File: src/rtl/mem_port_arbiter.sv
// mem_port_arbiter
// Shares one single-port word memory between the instruction-fetch (IF)
// requester and the load/store (LS) requester. One access per cycle.
// Grants are combinational. Memory read data is combinational, so it is
// captured at the grant edge and returned one cycle later.
//
// Configuration macro: MEM_ARB_RR_EN
//   defined   : round-robin on conflict (the port that did not win last wins;
//               with no previous owner, LS wins).
//   undefined : LS has fixed priority. IF is forced to win after MAX_WAIT
//               consecutive refused cycles.
//
// Handshake: a requester raises *_req with stable address and data, and holds
// them until it sees *_gnt high in the same cycle. Grant means the access
// happens at the next rising edge. *_rvalid is high for exactly one cycle
// after that edge.
//
// Ports
//   i_clk, i_reset           clock (rising edge), async active-high reset
//   i_if_req/i_if_addr       IF read request, byte address
//   o_if_gnt                 IF granted this cycle
//   o_if_rvalid/o_if_rdata   IF read response (cycle after grant)
//   i_ls_req/i_ls_addr       LS request, byte address
//   i_ls_wren/i_ls_wdata     LS write enable and write data
//   i_ls_bmask               LS byte-lane mask
//   o_ls_gnt                 LS granted this cycle
//   o_ls_rvalid/o_ls_rdata   LS response (read data, or 0 for a write ack)
//   o_mem_addr               word index of the granted access (0 when idle)
//   o_mem_wdata/o_mem_bmask  write data and byte lanes to memory
//   o_mem_wren               memory write strobe
//   i_mem_rdata              combinational memory read data
//   o_dbg_last_owner         last_owner state: 0 NONE, 1 IF, 2 LS
//   o_dbg_starve_cnt         IF starvation counter
module mem_port_arbiter #(
  parameter int ADDR_W   = 32,
  parameter int MEM_AW   = 16,
  parameter int MAX_WAIT = 4,
  localparam int SW      = $clog2(MAX_WAIT + 1)
) (
  input  logic              i_clk,
  input  logic              i_reset,
  input  logic              i_if_req,
  input  logic [ADDR_W-1:0] i_if_addr,
  output logic              o_if_gnt,
  output logic              o_if_rvalid,
  output logic [31:0]       o_if_rdata,
  input  logic              i_ls_req,
  input  logic [ADDR_W-1:0] i_ls_addr,
  input  logic              i_ls_wren,
  input  logic [31:0]       i_ls_wdata,
  input  logic [3:0]        i_ls_bmask,
  output logic              o_ls_gnt,
  output logic              o_ls_rvalid,
  output logic [31:0]       o_ls_rdata,
  output logic [MEM_AW-1:0] o_mem_addr,
  output logic [31:0]       o_mem_wdata,
  output logic [3:0]        o_mem_bmask,
  output logic              o_mem_wren,
  input  logic [31:0]       i_mem_rdata,
  output logic [1:0]        o_dbg_last_owner,
  output logic [SW-1:0]     o_dbg_starve_cnt
);

  typedef enum logic [1:0] {
    OWN_NONE = 2'd0,
    OWN_IF   = 2'd1,
    OWN_LS   = 2'd2
  } owner_t;

  owner_t        owner_q, owner_d;
  logic [SW-1:0] starve_q, starve_d;
  logic          if_rvalid_q, if_rvalid_d;
  logic          ls_rvalid_q, ls_rvalid_d;
  logic [31:0]   if_rdata_q, if_rdata_d;
  logic [31:0]   ls_rdata_q, ls_rdata_d;

  logic          if_gnt, ls_gnt;
  logic          if_wins_conflict;

  // Only the word-index bits of the addresses reach memory. The byte-offset
  // and upper bits are folded here so they are visibly consumed.
  logic          unused_addr_bits;
  assign unused_addr_bits = ^{i_if_addr, i_ls_addr};

  // State register
  always_ff @(posedge i_clk or posedge i_reset) begin
    if (i_reset) begin
      owner_q     <= OWN_NONE;
      starve_q    <= '0;
      if_rvalid_q <= 1'b0;
      ls_rvalid_q <= 1'b0;
      if_rdata_q  <= '0;
      ls_rdata_q  <= '0;
    end else begin
      owner_q     <= owner_d;
      starve_q    <= starve_d;
      if_rvalid_q <= if_rvalid_d;
      ls_rvalid_q <= ls_rvalid_d;
      if_rdata_q  <= if_rdata_d;
      ls_rdata_q  <= ls_rdata_d;
    end
  end

  // Next-state logic
  always_comb begin
    owner_d = OWN_NONE;
    if (if_gnt)      owner_d = OWN_IF;
    else if (ls_gnt) owner_d = OWN_LS;

    // Counts cycles IF is refused while it is asking. The count saturates.
    // In round-robin mode the count is still kept but it never forces a win.
    starve_d = starve_q;
    if (!i_if_req || if_gnt)             starve_d = '0;
    else if (starve_q != SW'(MAX_WAIT))  starve_d = starve_q + SW'(1);

    if_rvalid_d = if_gnt;
    ls_rvalid_d = ls_gnt;
    if_rdata_d  = if_gnt ? i_mem_rdata : if_rdata_q;
    ls_rdata_d  = ls_rdata_q;
    if (ls_gnt) ls_rdata_d = i_ls_wren ? 32'h0 : i_mem_rdata;
  end

  // Output logic: arbitration and memory-side muxing
  always_comb begin
`ifdef MEM_ARB_RR_EN
    if_wins_conflict = (owner_q == OWN_LS);
`else
    if_wins_conflict = (starve_q == SW'(MAX_WAIT));
`endif
    if_gnt = 1'b0;
    ls_gnt = 1'b0;
    if (!i_reset) begin
      if (i_if_req && i_ls_req) begin
        if_gnt = if_wins_conflict;
        ls_gnt = !if_wins_conflict;
      end else begin
        if_gnt = i_if_req;
        ls_gnt = i_ls_req;
      end
    end

    o_mem_addr  = '0;
    o_mem_wdata = '0;
    o_mem_bmask = '0;
    o_mem_wren  = 1'b0;
    if (if_gnt) begin
      o_mem_addr = i_if_addr[MEM_AW+1:2];
    end else if (ls_gnt) begin
      o_mem_addr  = i_ls_addr[MEM_AW+1:2];
      o_mem_wdata = i_ls_wdata;
      o_mem_wren  = i_ls_wren;
      o_mem_bmask = i_ls_wren ? i_ls_bmask : 4'h0;
    end
  end

  assign o_if_gnt         = if_gnt;
  assign o_ls_gnt         = ls_gnt;
  assign o_if_rvalid      = if_rvalid_q;
  assign o_ls_rvalid      = ls_rvalid_q;
  assign o_if_rdata       = if_rdata_q;
  assign o_ls_rdata       = ls_rdata_q;
  assign o_dbg_last_owner = owner_q;
  assign o_dbg_starve_cnt = starve_q;

endmodule
File: config.mk
export PLATFORM = sky130hd
export DESIGN_NAME = mem_port_arbiter
export DESIGN_NICKNAME = d
export VERILOG_FILES = /design/src/rtl/mem_port_arbiter.sv
export SDC_FILE = /design/constraint.sdc
export NUM_CORES = 1
export LEC_CHECK = 0
export BUFFER_PORTS_ARGS = -buffer_cell sky130_fd_sc_hd__buf_4
export CAP_MARGIN = 20
export CORE_AREA = 2 2 101 103
export CTS_BUF_LIST = sky130_fd_sc_hd__clkbuf_8
export DETAILED_ROUTE_END_ITERATION = 10
export DIE_AREA = 0 0 103 105
export PLACE_DENSITY = 0.74
export SLEW_MARGIN = 25
export SYNTH_ARGS = -nofsm -noshare
export SYNTH_HDL_FRONTEND = slang
export SYNTH_SLANG_ARGS = --single-unit
File: constraint.sdc
create_clock -name i_clk -period 4.8 [get_ports i_clk]
set_input_delay 0.48 -clock i_clk [delete_from_list [all_inputs] [get_ports i_clk]]
set_output_delay 0.48 -clock i_clk [all_outputs]
set_load 0.005 [all_outputs]
==> summary.md, run 1 <==
| Metric | Value |
|---|---|
| Fin cells | `roughly 660` |
| # DRC | `0` |
| Vias in the first global route | `3089` |
| Die Wd | `103 um` |
| Largest net degree at the start of global routing | `58` |
| Arr. time, crit path | `2.76 ns` |
| Largest cells by area after synthesis | `dfrtp_1 (53%), mux2_1 (11%), and2_1 (6.5%)` |
| Synthesized area | `approximately 3300 um2` |
| Syn Area/Cell | `approximately 11 um2` |
| Layout Skew | `about 0.011 ns` |
| TritonCTS Buffers | `9` |
| Crit-path max FO | `55` |
| Drt pass-1 iters | `4` |
| Total gr overflow | `0` |
| Reg2Reg Depth | `6` |
| PortBufs | `between 200 and 250` |
| Yosys top cell area share | `0.5313` |
| Vias post-DR | `around 3100` |
| Worst r2r src | `o_dbg_starve_cnt[0]` |
| Root buffer cell | `clkbuf_8` |
| R2R Setup Slk | `~2.3 ns` |
| Clock buffer depth | `2` |
| VDD IR max | `about 0.00020 V` |
| Peak Freq | `slightly above 0.3 GHz` |
| Clk Latency, worst-skew pair | `between 0.3 and 0.4 ns` |
| H-tree levels | `3` |
| RSZ-0062 raised after global routing | `no` |
| R2R Path End | `o_if_rdata[20]` |
| Yosys Warn Count | `0` |
| CP Class | `reg2out` |
| Post-CTS sizing | `0` |
| Initial Util | `0.3420` |
| Routability cong. | `roughly 0.77` |
| Hold Crit Class | `in2async` |
| Syn_nets | `440` |
| Final min period | `3.244 ns` |
| Postcts setup bufs | `0` |
| Yosys top cell by area | `dfrtp_1` |
| Worst-Margin Slew | `roughly 0.76 ns` |
| Slew margin rel. | `0.4909` |
| Routed Antenna Nets | `0` |
| First-pass GRT wire length | `between 15000 and 20000 um` |
| Post-synth EDFFs | `0` |
| Setup Viol. Count Final | `0` |
| DP Cell Count | `around 640` |
| Routed WL | `10530 um` |
| Die Y | `around 110 um` |
| Syn Inst Count | `roughly 300` |
| Initial antenna violation count | `0` |
| Leak pwr | `about 0.0027 uW` |
| Clock sink count | `70` |
| GRT Util Overall | `0.1865` |
| Clock-pin slew on the worst setup and hold paths | `about 0.070 ns` |
| Ant. Diodes | `0` |
| Required @ worst endpoint | `roughly 4.3 ns` |
| PnR worst setup slack | `~1.6 ns` |
| Dpl ws | `about 1.9 ns` |
| Share of layout cells above drive strength 1 | `0.4800` |
| Wire per inst | `between 15 and 20 um` |
| Core Area | `a little under 10000 um2` |
| Tcrit/Tclk final | `0.6759` |
| PwrDens | `between 200 and 300 nW/um2` |
| Type of destination of the critical path | `output pin` |
| Final HPWL DP | `between 7000 and 8000 um` |
| I/O pins | `approximately 260` |
| Final Cell Area | `~5300 um2` |
| Hold Slack | `approximately 0.13 ns` |
| Area grow syn2layout | `59.70%` |
| Status | `completed` |
| Critical path launch point type | `flip-flop` |
| Final Slew Violations | `0` |
| Final-stage net count | `between 600 and 700` |
| CTS tree | `built` |
| Via density | `between 4 and 5` |
| Cell area after placement | `5099 um2` |
| Sequential-to-total area share from yosys stat | `0.5313` |
| Library cells used by synthesis | `26` |
| Core Rows | `36` |
| Fin Setup TNS | `0 ns` |
| CTS hold repair buffers | `0` |
| Die area | `~11000 um2` |
| Final Hold Vio Count | `0` |
| Async set-reset flop share out of synthesis | `1.000` |
| Drt initial violations | `between 100 and 150` |
| Post-synthesis register bit count | `70` |
| Max-cap violation count | `0` |
| Synth Flop Type | `dfrtp_1` |
[how the worst max path moves through the flow]
stage                                    from  cells past startpoint  slack [ns]             endpoint
after floorplan                       i_reset                      1        2.55  o_dbg_last_owner[0]
after global placement    o_dbg_starve_cnt[0]                      9        1.94        o_mem_addr[5]
after detailed placement  o_dbg_starve_cnt[0]                      9        1.89        o_mem_addr[5]
after CTS                 o_dbg_starve_cnt[0]                      9        1.51        o_mem_addr[5]
after global routing      o_dbg_starve_cnt[0]                      9        1.32        o_mem_addr[5]
final                     o_dbg_starve_cnt[0]                      9        1.56        o_mem_addr[5]
[flip-flops by register name, summed over array words and instances (netlist names)]
name,count
o_dbg_last_owner,2
o_dbg_starve_cnt,3
o_if_rdata,32
o_ls_rdata,32
o_ls_rvalid,1
[cell families (layout without fill, tap and decap cells)]
family | after synthesis | after routing | synth area share
flip-flops | 70 | 70 | 0.5313
AND/OR/NAND/NOR | 82 | 82 | 0.1560
multiplexers | 32 | 32 | 0.1093
adder cells (fa/ha/maj) | 2 | 2 | 0.007589
AO/OA/AOI/OAI | 84 | 84 | 0.1480
buffers and inverters | 31 | 255 | 0.04782
[per-layer routing]
metal / part of all wire / global-route usage
met2: 0.53 / 0.3395
met1: 0.39 / 0.2103
met3: 0.078 / 0.05084
met4: 0.0038 / 0.04887
met5: 0 / 0
[worst max-delay path: stages (launching register included)]
cell,delay (ns)
dfrtp_1,0.42
inv_1,0.09
ha_1,0.20
and3_1,0.17
buf_4,0.29
or2_1,0.15
buf_4,0.36
inv_4,0.25
a22o_1,0.33
buf_4,0.15
[cells in the final DEF (no fill, tap or decap)]
cell type and n:
inv_1 5, o21ai_1 32, ha_1 2, inv_4 1, clkinv_2 1, a22o_1 16, mux2_1 32, inv_2 2
nand2b_4 1, clkbuf_8 10, nor3b_1 2, and2_1 34, o21ai_0 33, clkinvlp_4 1, a221oi_1 1, dfrtp_1 70
o2111ai_1 1, nand4_1 2, nand2b_1 33, nor2_1 1, and3_1 5, buf_4 234, nand3_1 1, a21oi_4 1
clkinv_4 1, nand2_1 2, or2_1 1
[Yosys cell counts, drive strengths merged, types with 2 or more instances]
cell and count:
nand4 2, mux2 32, dfrtp 70, o21ai 65, inv 6, buf 15, a22o 16, clkbuf 10
and2 34, ha 2, nand2b 34, and3 5, nor3b 2, nand2 2
[metrics by stage]
step / utilization / power, uW
6_report: 0.5462 / 1516
4_1_cts: 0.5462 / 1540
5_1_grt: 0.5462 / 1601
2_1_floorplan: - / 855.3
3_3_place_gp: 0.5289 / 1111
3_5_place_dp: 0.5289 / 1124
[final cells by class]
type | instances | area [um2]
tap | 133 | 166.4
inverter | 6 | 25.02
sequential | 70 | 1752
fill | 903 | 4374
timing repair buffer | 234 | 1757
clock inverter | 5 | 28.78
multi-input combinational | 200 | 1399
clock buffer | 10 | 137.6
[power breakdown]
part	leakage (uW)	total, uW	switching (uW)	internal (uW)
combinational	0.00169	391	151	240
sequential	0.000876	715	41.7	673
clock	0.0000907	410	215	195
total	0.00266	1520	407	1110
(Power assumes the default switching activity.)
==> run 2, diff against run 1 <==
- PLACE_DENSITY: 0.74 -> 0.77
- clock period: 4.8 -> 2.8 ns (I/O delays scaled with it)
==> run 2 against run 1 <==
Compared with the run above: cell area rose by 1.0%; critical path depth decreased by 2; count of clock-buffer cells in the layout is 1 higher; worst setup slack worse by 1.3 ns; largest cell class unchanged; highest routed layer unchanged; sequential cell count stayed put; hold slack worse by 0.066 ns; clock power grew 100%; first-iteration DRC count is 16% lower; die area is the same.
==> summary.md, run 2 (same netlist as run 1, synthesis figures left out) <==
| Metric | Value |
|---|---|
| Power share of the combinational group | `0.246 (-0.012)` |
| H-tree levels | `3 (unchanged)` |
| Arr. time, crit path | `2.25 ns (-0.51 ns)` |
| Final Cell Area | `5320 um2 (+1.0%)` |
| Final Hold Vio Count | `0 (unchanged)` |
| Leak pwr | `0.002683 uW (+1.0%)` |
| Dpl ws | `0.6814 ns (-1.210 ns)` |
| VDD IR max | `0.0003898 V (+91%)` |
| Critical path buffers and inverters | `3 (-2)` |
| Vias in the first global route | `3072 (-0.55%)` |
| Status | `completed` |
| Reg2Reg Depth | `6 (unchanged)` |
| Routed WL | `10330 um (-2.0%)` |
| Core Area | `9639 um2 (unchanged)` |
| CTS hold repair buffers | `0 (unchanged)` |
| Initial antenna violation count | `0 (unchanged)` |
| Max-cap violation count | `0 (unchanged)` |
| Worst r2r src | `o_dbg_starve_cnt[0]` |
| Tcrit/Tclk final | `0.9043` |
| Share of layout cells above drive strength 1 | `0.4820 (+0.001973)` |
| PortBufs | `230 (unchanged)` |
| Setup Viol. Count Final | `0 (unchanged)` |
| Clk Latency, worst-skew pair | `0.34 ns (about the same)` |
| CP peak stage delay | `0.40 ns (-0.02 ns)` |
| Total gr overflow | `0 (unchanged)` |
| PnR worst setup slack | `0.2679 ns (-1.288 ns)` |
| Core Rows | `36 (unchanged)` |
| Slowest cell on the critical path | `dfrtp_1` |
| Worst-Margin Slew | `0.6206 ns (-0.1413 ns)` |
| Required @ worst endpoint | `2.52 ns (-1.80 ns)` |
| Fin Setup TNS | `0 ns (unchanged)` |
| Die Y | `105 um (unchanged)` |
| Final HPWL DP | `7800 um (-2.3%)` |
| Slew margin rel. | `0.5857 (+0.09476)` |
| Peak Freq | `0.3949 GHz` |
| Drt pass-1 iters | `4 (unchanged)` |
| Layout Skew | `0.008805 ns (-0.002508 ns)` |
| Postcts setup bufs | `0 (unchanged)` |
| RSZ-0062 raised after global routing | `no` |
| Area grow syn2layout | `61.37%` |
| Sequential share of power | `0.451 (-0.021)` |
| Delay-heaviest family, CP | `buffers and inverters` |
| Switching pwr | `702.8 uW (+73%)` |
| Die area | `10820 um2 (unchanged)` |
| Final min period | `roughly 2.5 ns` |
| Internal | `2021 uW (+82%)` |
| Critical path launch point type | `flip-flop` |
| Die Wd | `103 um (unchanged)` |
| Routed Antenna Nets | `0 (unchanged)` |
| Initial Util | `0.3420 (unchanged)` |
| Crit-path max FO | `55 (unchanged)` |
| Worst Setup SP | `o_dbg_starve_cnt[0]` |
| Via density | `4.698 (-0.53%)` |
| Clock sink count | `70 (unchanged)` |
| CTS tree | `built` |
| Post-CTS sizing | `0 (unchanged)` |
| Ant. Diodes | `0 (unchanged)` |
| Clock-pin slew on the worst setup and hold paths | `0.08 ns (about the same)` |
| Worst path cell trace | `inv_1, ha_1, and3_1, or2_1, inv_4, a22o_1, buf_4` |
| Type of destination of the critical path | `output pin` |
| TritonCTS Buffers | `9 (unchanged)` |
| PwrDens | `512.0 nW/um2 (+78%)` |
| I/O pins | `263 (unchanged)` |
| Switching share of power | `0.2580 (-0.01069)` |
| Final Slew Violations | `0 (unchanged)` |
| Clk pwr share | `0.303 (+0.033)` |
| WP depth | `7 (-2)` |
| Largest net degree at the start of global routing | `56 (-3.4%)` |
| Root buffer cell | `clkbuf_8` |
| Clock buffer depth | `2 (unchanged)` |
| Tot Pwr | `2724 uW (+80%)` |
| Cell area after placement | `5119 um2 (+0.39%)` |
| Drt initial violations | `101 (-16%)` |
| # DRC | `0 (unchanged)` |
| Hold Slack | `0.06666 ns (-0.06596 ns)` |
| First-pass GRT wire length | `15610 um (-0.66%)` |
| Routability cong. | `0.7469 (-2.6%)` |
| Wire per inst | `15.65 um (-2.3%)` |
| Most frequent cells in the layout | `buf_4 (234), dfrtp_1 (70), and2_1 (34)` |
| Hold Crit Class | `in2async` |
| GRT Util Overall | `0.1845 (-0.001946)` |
| Final-stage net count | `661 (+0.15%)` |
| Vias post-DR | `3101 (-0.23%)` |
| Most common cell after layout, fill and taps aside | `buf_4` |
| CP Class | `reg2out` |
run 2: changes by cell type in the layout (fill, tap and decap cells not counted), sizes merged:
cell and delta:
clkbuf +1, buf +1, clkinv -1, bufinv +1
run 2: power by group through the flow:
stage	combinational [uW]	clock, uW	sequential, uW
finish	670	824	1230
global route	728	898	1250
CTS	682	859	1230
floorplan	215	0	1250
global placement	664	0	1240
detailed placement	682	0	1250
run 2: metal layers:
metal	routed length (um)	track usage
met3	815	0.05552
met4	153	0.04887
met5	0	0
met2	5468	0.3344
met1	3889	0.2059
run 2: final timing paths:
check / to / slack, ns
setup / recovery: o_mem_addr[3] / 0.27
hold / removal: o_dbg_starve_cnt[2] / 0.07
setup reg to reg: o_if_rdata[3] / 0.89
hold reg to reg: o_if_rdata[12] / 0.49
max in group asynchronous: o_if_rdata[22] / 2.07
min in group i_clk: o_if_rdata[18] / 0.17
run 2: layout make-up:
class	count	area, um2
fill	900	4319
timing repair buffer	235	1777
sequential	70	1752
multi-input combinational	200	1399
tap	133	166.4
clock buffer	11	151.4
clock inverter	5	50.05
inverter	6	25.02
run 2: per-stage QoR:
| stage | instances | util |
|---|---|---|
| floorplan | 301 | - |
| CTS | 660 | 0.5519 |
| global placement | 644 | 0.5310 |
| detailed placement | 644 | 0.5310 |
| finish | 660 | 0.5519 |
| global route | 660 | 0.5519 |
